$ cat src/rtl/resv_station.sv
// resv_station: Tomasulo-style reservation station.
//   Holds up to DEPTH in-flight operations. Each entry waits for its two
//   source operands (tracked by producer tags qj/qk; tag 0 = value present),
//   snoops the common data bus for results, and is handed to the function
//   unit once both operands are valid. Dispatch selection is round-robin.
//
// Ports:
//   clk, rst                  clock, synchronous active-high reset
//   issue_valid/issue_ready   issue handshake; lowest free entry is written
//   issue_op/qj/qk/vj/vk/tag  issued operation, producer tags, values, dest tag
//   cdb_valid/tag/data        common data bus broadcast (tag 0 is ignored)
//   disp_valid/disp_ready     dispatch handshake to the function unit
//   disp_op/vj/vk/tag         selected entry contents (0 when disp_valid=0)
//   rs_count                  number of busy entries
module resv_station #(
   parameter int DEPTH = 4,
   parameter int TAG_W = 4
) (
   input  logic                       clk,
   input  logic                       rst,
   input  logic                       issue_valid,
   output logic                       issue_ready,
   input  logic [3:0]                 issue_op,
   input  logic [TAG_W-1:0]           issue_qj,
   input  logic [TAG_W-1:0]           issue_qk,
   input  logic [31:0]                issue_vj,
   input  logic [31:0]                issue_vk,
   input  logic [TAG_W-1:0]           issue_tag,
   input  logic                       cdb_valid,
   input  logic [TAG_W-1:0]           cdb_tag,
   input  logic [31:0]                cdb_data,
   output logic                       disp_valid,
   input  logic                       disp_ready,
   output logic [3:0]                 disp_op,
   output logic [31:0]                disp_vj,
   output logic [31:0]                disp_vk,
   output logic [TAG_W-1:0]           disp_tag,
   output logic [$clog2(DEPTH):0]     rs_count
);

   localparam int IDX_W = $clog2(DEPTH);
   localparam int CNT_W = IDX_W + 1;

   logic [DEPTH-1:0] busy;
   logic [3:0]       op_r  [DEPTH];
   logic [TAG_W-1:0] qj_r  [DEPTH];
   logic [TAG_W-1:0] qk_r  [DEPTH];
   logic [31:0]      vj_r  [DEPTH];
   logic [31:0]      vk_r  [DEPTH];
   logic [TAG_W-1:0] tag_r [DEPTH];
   logic [IDX_W-1:0] last_disp;

   logic             free_found;
   logic [IDX_W-1:0] free_idx;
   logic [DEPTH-1:0] ready_vec;
   logic             sel_found;
   logic [IDX_W-1:0] sel_idx;
   logic [IDX_W-1:0] cand;
   logic [CNT_W-1:0] cnt;
   logic             cdb_live;
   logic             issue_fire;
   logic             disp_fire;

   // A tag-0 broadcast would otherwise match every already-valid operand.
   assign cdb_live   = cdb_valid && (cdb_tag != '0);
   assign issue_fire = issue_valid && free_found;
   assign disp_fire  = sel_found && disp_ready;

   // Lowest-index free entry.
   always_comb begin
      free_found = 1'b0;
      free_idx   = '0;
      for (int unsigned i = 0; i < DEPTH; i++) begin
         if (!busy[i] && !free_found) begin
            free_found = 1'b1;
            free_idx   = IDX_W'(i);
         end
      end
   end

   always_comb begin
      ready_vec = '0;
      cnt       = '0;
      for (int unsigned i = 0; i < DEPTH; i++) begin
         ready_vec[i] = busy[i] && (qj_r[i] == '0) && (qk_r[i] == '0);
         cnt          = cnt + CNT_W'(busy[i]);
      end
   end

   // Round-robin search from last_disp+1; the index wraps naturally because
   // DEPTH is a power of two, and offset DEPTH lands back on last_disp.
   always_comb begin
      sel_found = 1'b0;
      sel_idx   = '0;
      cand      = '0;
      for (int unsigned k = 1; k <= DEPTH; k++) begin
         cand = last_disp + IDX_W'(k);
         if (!sel_found && ready_vec[cand]) begin
            sel_found = 1'b1;
            sel_idx   = cand;
         end
      end
   end

   assign issue_ready = free_found;
   assign rs_count    = cnt;
   assign disp_valid  = sel_found;
   assign disp_op     = sel_found ? op_r[sel_idx]  : '0;
   assign disp_vj     = sel_found ? vj_r[sel_idx]  : '0;
   assign disp_vk     = sel_found ? vk_r[sel_idx]  : '0;
   assign disp_tag    = sel_found ? tag_r[sel_idx] : '0;

   always_ff @(posedge clk) begin
      if (rst) begin
         busy      <= '0;
         last_disp <= IDX_W'(DEPTH - 1);
         for (int unsigned i = 0; i < DEPTH; i++) begin
            op_r[i]  <= '0;
            qj_r[i]  <= '0;
            qk_r[i]  <= '0;
            vj_r[i]  <= '0;
            vk_r[i]  <= '0;
            tag_r[i] <= '0;
         end
      end else begin
         // CDB snoop on waiting entries.
         for (int unsigned i = 0; i < DEPTH; i++) begin
            if (busy[i] && cdb_live) begin
               if (qj_r[i] == cdb_tag) begin
                  vj_r[i] <= cdb_data;
                  qj_r[i] <= '0;
               end
               if (qk_r[i] == cdb_tag) begin
                  vk_r[i] <= cdb_data;
                  qk_r[i] <= '0;
               end
            end
         end

         if (disp_fire) begin
            busy[sel_idx] <= 1'b0;
            last_disp     <= sel_idx;
         end

         // The target entry is free, so it never collides with the snoop or
         // dispatch writes above; a same-cycle broadcast is bypassed in.
         if (issue_fire) begin
            busy[free_idx]  <= 1'b1;
            op_r[free_idx]  <= issue_op;
            tag_r[free_idx] <= issue_tag;
            if (cdb_live && issue_qj == cdb_tag) begin
               qj_r[free_idx] <= '0;
               vj_r[free_idx] <= cdb_data;
            end else begin
               qj_r[free_idx] <= issue_qj;
               vj_r[free_idx] <= issue_vj;
            end
            if (cdb_live && issue_qk == cdb_tag) begin
               qk_r[free_idx] <= '0;
               vk_r[free_idx] <= cdb_data;
            end else begin
               qk_r[free_idx] <= issue_qk;
               vk_r[free_idx] <= issue_vk;
            end
         end
      end
   end

endmodule
$ cat config.mk
export PLATFORM = sky130hd
export DESIGN_NAME = resv_station
export DESIGN_NICKNAME = d
export VERILOG_FILES = /design/src/rtl/resv_station.sv
export SDC_FILE = /design/constraint.sdc
export NUM_CORES = 1
export LEC_CHECK = 0
export ABC_AREA = 1
export CAP_MARGIN = 5
export CORE_MARGIN = 2
export CORE_UTILIZATION = 52
export CTS_CLUSTER_SIZE = 30
export DETAILED_ROUTE_END_ITERATION = 12
export GPL_TIMING_DRIVEN = 0
export PLACE_DENSITY = 0.75
export SYNTH_ARGS = -nofsm -noshare
export SYNTH_HDL_FRONTEND = slang
export SYNTH_SLANG_ARGS = --single-unit
$ cat constraint.sdc
create_clock -name clk -period 6.4 [get_ports clk]
set_input_delay 1.28 -clock clk [delete_from_list [all_inputs] [get_ports clk]]
set_output_delay 1.28 -clock clk [all_outputs]
set_load 0.005 [all_outputs]
# Yosys cells after proc, flatten, opt, wreduce, memory -nomap -nowiden
# Memories as Yosys holds them, arrays and structs flattened.
# Index checks and enable logic that the tools add are counted.
totals:
  mem_count: 6
  in_bits: 121
  elab_cells: 212
  regBits: 6
  output_inout_bits: 77
  mem_bits_rw: 320
memory_table:
  columns: ["name", "depth", "width", "read_ports", "rd_clocked_by_memory_dff", "write_ports", "line_no", "text"]
  rows:
  - ["vj_r", 4, 32, 1, 0, 5, "48", "logic [31:0] vj_r [DEPTH];"]
  - ["vk_r", 4, 32, 1, 0, 5, "49", "logic [31:0] vk_r [DEPTH];"]
  - ["op_r", 4, 4, 1, 0, 4, "45", "logic [3:0] op_r [DEPTH];"]
  - ["qj_r", 4, 4, 4, 0, 5, "46", "logic [TAG_W-1:0] qj_r [DEPTH];"]
  - ["qk_r", 4, 4, 4, 0, 5, "47", "logic [TAG_W-1:0] qk_r [DEPTH];"]
  - ["tag_r", 4, 4, 1, 0, 4, "50", "logic [TAG_W-1:0] tag_r [DEPTH];"]
op_classes:
  order_cmp: 8
  add_sub_neg: 6
  n_mux: 113
  n_reduce_logical: 44
  n_eq_ne: 10
  n_bitwise: 23
ops:
  columns: ["cell", "count"]
  rows:
  - ["32-bit two-way mux", 12]
  - ["1-bit two-way mux", 70]
  - ["4-bit two-way mux", 17]
  - ["4-bit == test", 10]
  - ["4-bit zero test", 8]
  - ["1-bit logical AND", 25]
  - ["1-bit OR", 20]
  - ["2-bit by 3-bit less-than comparator with 1-bit output, second input constant", 6]
  - ["2-bit two-way mux", 8]
  - ["1-bit binary-select mux with 2-bit select", 4]
  - ["1-bit zero test", 8]
  - ["4-bit OR reduction", 2]
  - ["2-bit adder, second input constant", 2]
  - ["4-bit bitwise AND", 1]
  - ["1-bit demux with 2-bit select", 2]
  - ["2-bit by 1-bit greater-or-equal comparator with 1-bit output, second input constant", 2]
  - ["4-bit NOT", 1]
  - ["4-bit OR", 1]
  - ["4-bit nonzero test", 1]
  - ["2-bit by 1-bit adder with 3-bit output", 1]
  - ["3-bit by 1-bit adder with 3-bit output", 1]
  - ["1-bit by 1-bit adder with 2-bit output", 1]
  - ["2-bit by 1-bit adder with 2-bit output, second input constant", 1]

# Logic depth before layout (Yosys ltp)
# An unclocked memory read counts as a cell.
depth:
  ltp_word: 26
  ltp_mapped: 18
  mapped_depth_nobuf: 16

# Least setup slack after synthesis
# No wires, ideal clock.
synth_path:
  kind: "input -> register"
  start: "input rst"
  end: "memory qk_r[2][0], enable pin"
  t_arrival_ns: 3.291
  cell_stages: 9
  setup_time_ns: 0.598
  required_ns: 5.802
  path_slack_ns: 2.511
  n_path_buf: 2
  path_cell_list: "inv_1 -> nand3_1 -> nor2_1 -> inv_1 -> nor2_1 -> inv_2 -> clkbuf_1 -> buf_1 -> nand3_1"
synth_rtl:
  columns: ["element", "line_no", "text"]
  rows:
  - ["start: declaration", "20", "input logic rst,"]
  - ["end: declaration", "47", null]

==> results <==
- Using the TritonRoute via totals, the vias-per-cell ratio works out to 6.848.
- The post-route clock period utilization is 89.25%.
- The reg-to-reg endpoint is vk_r[2][27].
- The number of nets still failing antenna checks after routing is 0.
- The fraction of layout instances using a drive strength above 1 is 6.327%.
- The min-delay analysis places its worst path in the category reg -> reg.
- The netlist area before placement is 17870 um^2.
- The data arrival at the endpoint of the critical path is 4.43 ns.
- The worst setup path is captured at a primary output.
- Counting every sink on the clock net gives 326.
- The pin count of the biggest net entering global routing is 37.
- For this design the top-level I/O count stands at 198.
- The via count of the first global-routing pass is 17.42k.
- For the worst flop-to-flop path, the logic depth is 11.
- The count of different cell masters after synthesis is 34.
- The worst setup path is of the reg -> out kind.
- The height of the chip is 189.4 um.
- The starting density of the core is 53.04%.
- The end of the critical path is disp_vj[29].
- The number of clock buffers added by TritonCTS is 36.
- The share of async-settable or async-resettable flops after synthesis is 0%.
- The number of cell rows is 67.
- The max capacitance violation total is 0.
- The count of flip-flops with a built-in enable after synthesis is 320.
- Once layout is done, the placed cells without fillers occupy 21570 um^2.
- The number of input and output port buffers inserted is 195.
- The count of nets after finishing is 2379.
- The TritonCTS clock tree is yes.
- Post-CTS repair changed the size of 0 cells.
- Along the worst path, the maximum fanout reaches 10.
- The total die area is 35870 um^2.
- Among all flip-flop cells after synthesis, the most frequent one is sky130_fd_sc_hd__edfxtp_1.
- The flow ran to the end, and the final reports show no timing, DRC or antenna violations.
- The final wirelength is 73550 um.
- The worst register-to-register path has a setup slack of 1.64 ns.
- The count of synthesis-stage warnings from yosys is 0.
- The tightest hold margin is 0.5840 ns.
- The post-place setup slack is 0.8443 ns.
- The clock latency of the later-clocked register in the worst-skew pair is 0.55 ns.
- The wire length of the first global-routing pass is 106600 um.
- The total global routing track utilization is 40.22%.
- The slew at the pin closest to its max-slew limit is 1.387 ns.
- The number of antenna diodes in the final layout is 0.
- The leakage power is 0.008686 uW.
- The post-synthesis net count is 2141.
- The count of state elements after synthesis is 326.
- The tree is rooted in a sky130_fd_sc_hd__clkbuf_16.
- The critical path starts at qj_r[0][1].
- The wire-length estimate of the detail-placed layout is 50670 um.
- IR analysis of the VDD net gives a maximum drop of 0.0001930 V.
- Measured along the x axis, the die boundary spans 189.4 um.
- The maximum frequency from static timing analysis is 175.1 MHz.
- The largest clock skew in the final design is 0.03372 ns.
- The quantity of hold-fixing buffers added after cts is 0.
- At the worst endpoint, the required time is 5.12 ns.
- STA classifies the critical path startpoint as a flop.
- The initial antenna violation count came to 1.
- Power comes to 8284 uW.
- Summing all placed instances gives a cell area of 20510 um^2.
- The number of hold-slack violations in the final timing report is 0.
- The power density relative to cell area is 384.1 nW/um^2.
- The final count of pins violating max slew is 0.
- Headroom to the max-slew limit came out at 7.504%.
- Setup violations remaining at the end of the flow were counted as 0.
- The worst path needs 5.712 ns of the cycle, external delays included.
- The number of violations reported at the end of detailed-routing iteration 0 is 3716.
- Setup repair after global routing left no endpoint under its margin.
- Sequential elements use 54.43% of the synthesized area.
- The standard cell core area is 33700 um^2.
- Clock-pin slew was measured on the worst setup and hold paths at 0.06 ns.
- The cell count after synthesis is 2015.
- The number of levels in the clock H-tree is 2.
- In the routed design, unresolved DRC markers number 0.
- The least setup slack across all paths after layout is 0.6882 ns.
- The routed via count is 18.65k.
- The launch instance of the worst register-to-register path is busy[0].
- The number of setup buffers added after CTS is 0.
- The average wire length per cell after detail routing is 27.00 um.
- Summed over all layers, the global routing overflow is 0.
- For this run, the detailed router's first-pass iteration total came to 7.
- In this run the deepest clock path goes through 3 buffers.
- Compared with the post-synthesis result, the final layout area differs by 20.68%.
- Routability-driven placement finished with a final weighted congestion of 1.027.
- The average footprint of a synthesized cell is 8.870 um^2.
how the worst min path moves through the flow:
stage	from	end	slack [ns]	depth (start not counted)
after floorplan	busy[3]	busy[3]	0.49	2
after global placement	busy[3]	busy[3]	0.56	2
after detailed placement	busy[3]	busy[3]	0.56	2
after CTS	busy[3]	busy[3]	0.57	2
after global routing	busy[3]	busy[3]	0.61	2
final	busy[3]	busy[3]	0.58	2
kinds of logic after synthesis:
family	share of synthesized area, %
AO/OA/AOI/OAI	11.13
XOR/XNOR	1.414
adder cells (fa/ha/maj)	0.3920
buffers and inverters	6.482
flip-flops	54.43
AND/OR/NAND/NOR	26.15
layout by cell type (no fill, tap or decap), types with 2 or more instances in the layout:
| cell type | instances |
|---|---|
| sky130_fd_sc_hd__nor2_1 | 249 |
| sky130_fd_sc_hd__clkinv_2 | 9 |
| sky130_fd_sc_hd__clkdlybuf4s50_1 | 195 |
| sky130_fd_sc_hd__buf_1 | 9 |
| sky130_fd_sc_hd__dfxtp_1 | 6 |
| sky130_fd_sc_hd__edfxtp_1 | 320 |
| sky130_fd_sc_hd__xor2_1 | 19 |
| sky130_fd_sc_hd__a21oi_1 | 2 |
| sky130_fd_sc_hd__or2_2 | 8 |
| sky130_fd_sc_hd__nor4_1 | 5 |
| sky130_fd_sc_hd__ha_1 | 4 |
| sky130_fd_sc_hd__nand3_1 | 205 |
| sky130_fd_sc_hd__inv_1 | 78 |
| sky130_fd_sc_hd__buf_4 | 4 |
| sky130_fd_sc_hd__nand2_1 | 410 |
| sky130_fd_sc_hd__o21ai_0 | 92 |
| sky130_fd_sc_hd__xnor2_1 | 8 |
| sky130_fd_sc_hd__nand4_1 | 154 |
| sky130_fd_sc_hd__clkbuf_1 | 110 |
| sky130_fd_sc_hd__nand3_2 | 3 |
| sky130_fd_sc_hd__nand2_2 | 5 |
| sky130_fd_sc_hd__clkinv_1 | 8 |
| sky130_fd_sc_hd__o21ai_1 | 14 |
| sky130_fd_sc_hd__clkbuf_16 | 36 |
| sky130_fd_sc_hd__nor3_1 | 14 |
| sky130_fd_sc_hd__buf_6 | 12 |
| sky130_fd_sc_hd__o22ai_1 | 225 |
| sky130_fd_sc_hd__inv_2 | 4 |
| sky130_fd_sc_hd__buf_2 | 53 |
| sky130_fd_sc_hd__buf_16 | 3 |
power by group:
group | switching [uW] | total (uW) | leakage, uW | internal, uW
sequential | 69.4 | 2630 | 0.00338 | 2560
clock | 877 | 1950 | 0.000522 | 1080
combinational | 2400 | 3700 | 0.00479 | 1300
flip-flops by register name (all words and copies together) (netlist names):
name and flops:
tag_r 16, op_r 16, vk_r 128, busy 4, qk_r 16, qj_r 16, last_disp 2, vj_r 128
routing by layer:
layer / global-route usage [%] / share of wire [%] / wire length [um]
met5: 0.4121 / 0.018 / 13
met4: 22.54 / 6.7 / 4918
met3: 13.51 / 17 / 12150
met2: 59.35 / 42 / 31060
met1: 52.09 / 35 / 25400
final cells by class:
cell class              instances  area (um^2)
fillers                      2848        12130
flip-flops and latches        326         9729
multi-input cells            1425         7009
repair buffers                200         2062
clock buffers                  44        930.9
plain buffers                 179        839.6
well taps                     448        560.5
inverters                      85        319.1
clock inverters                17        118.9
metrics by stage:
step / setup TNS (ns) / cells / util, %
CTS: 0 / 2724 / 63.98
floorplan: 0 / 2015 / -
finish: 0 / 2724 / 64.00
detailed placement: 0 / 2663 / 60.86
global route: 0 / 2724 / 64.00
global placement: -6.702 / 2658 / 60.49
worst max-delay path, cell delays in order, from the launching register on:
cell	delay (ns)
sky130_fd_sc_hd__edfxtp_1	0.41
sky130_fd_sc_hd__nor3_1	0.46
sky130_fd_sc_hd__nand3_1	0.18
sky130_fd_sc_hd__nand2_1	0.13
sky130_fd_sc_hd__nand2_1	0.06
sky130_fd_sc_hd__nand2_1	0.08
sky130_fd_sc_hd__nand4_1	0.14
sky130_fd_sc_hd__nand3_2	0.36
sky130_fd_sc_hd__buf_2	0.45
sky130_fd_sc_hd__buf_2	0.39
sky130_fd_sc_hd__nand4_1	0.15
sky130_fd_sc_hd__nand2_1	0.10
sky130_fd_sc_hd__nor2_1	0.04
sky130_fd_sc_hd__nor2_1	0.35
sky130_fd_sc_hd__clkdlybuf4s50_1	0.60
cell usage after synthesis, drive strengths merged (8+ instances only):
master,count,area [um^2]
nand2,415,1565
edfxtp,320,9609
nor2,249,934.7
o22ai,225,1408
nand3,208,1046
nand4,154,963.4
o21ai,106,530.5
clkbuf,102,382.9
inv,82,307.8
buf,77,456.7
xor2,19,166.4
nor3,14,70.07
xnor2,9,86.34
or2,8,50.05
Power figures use the tool's default switching activity.
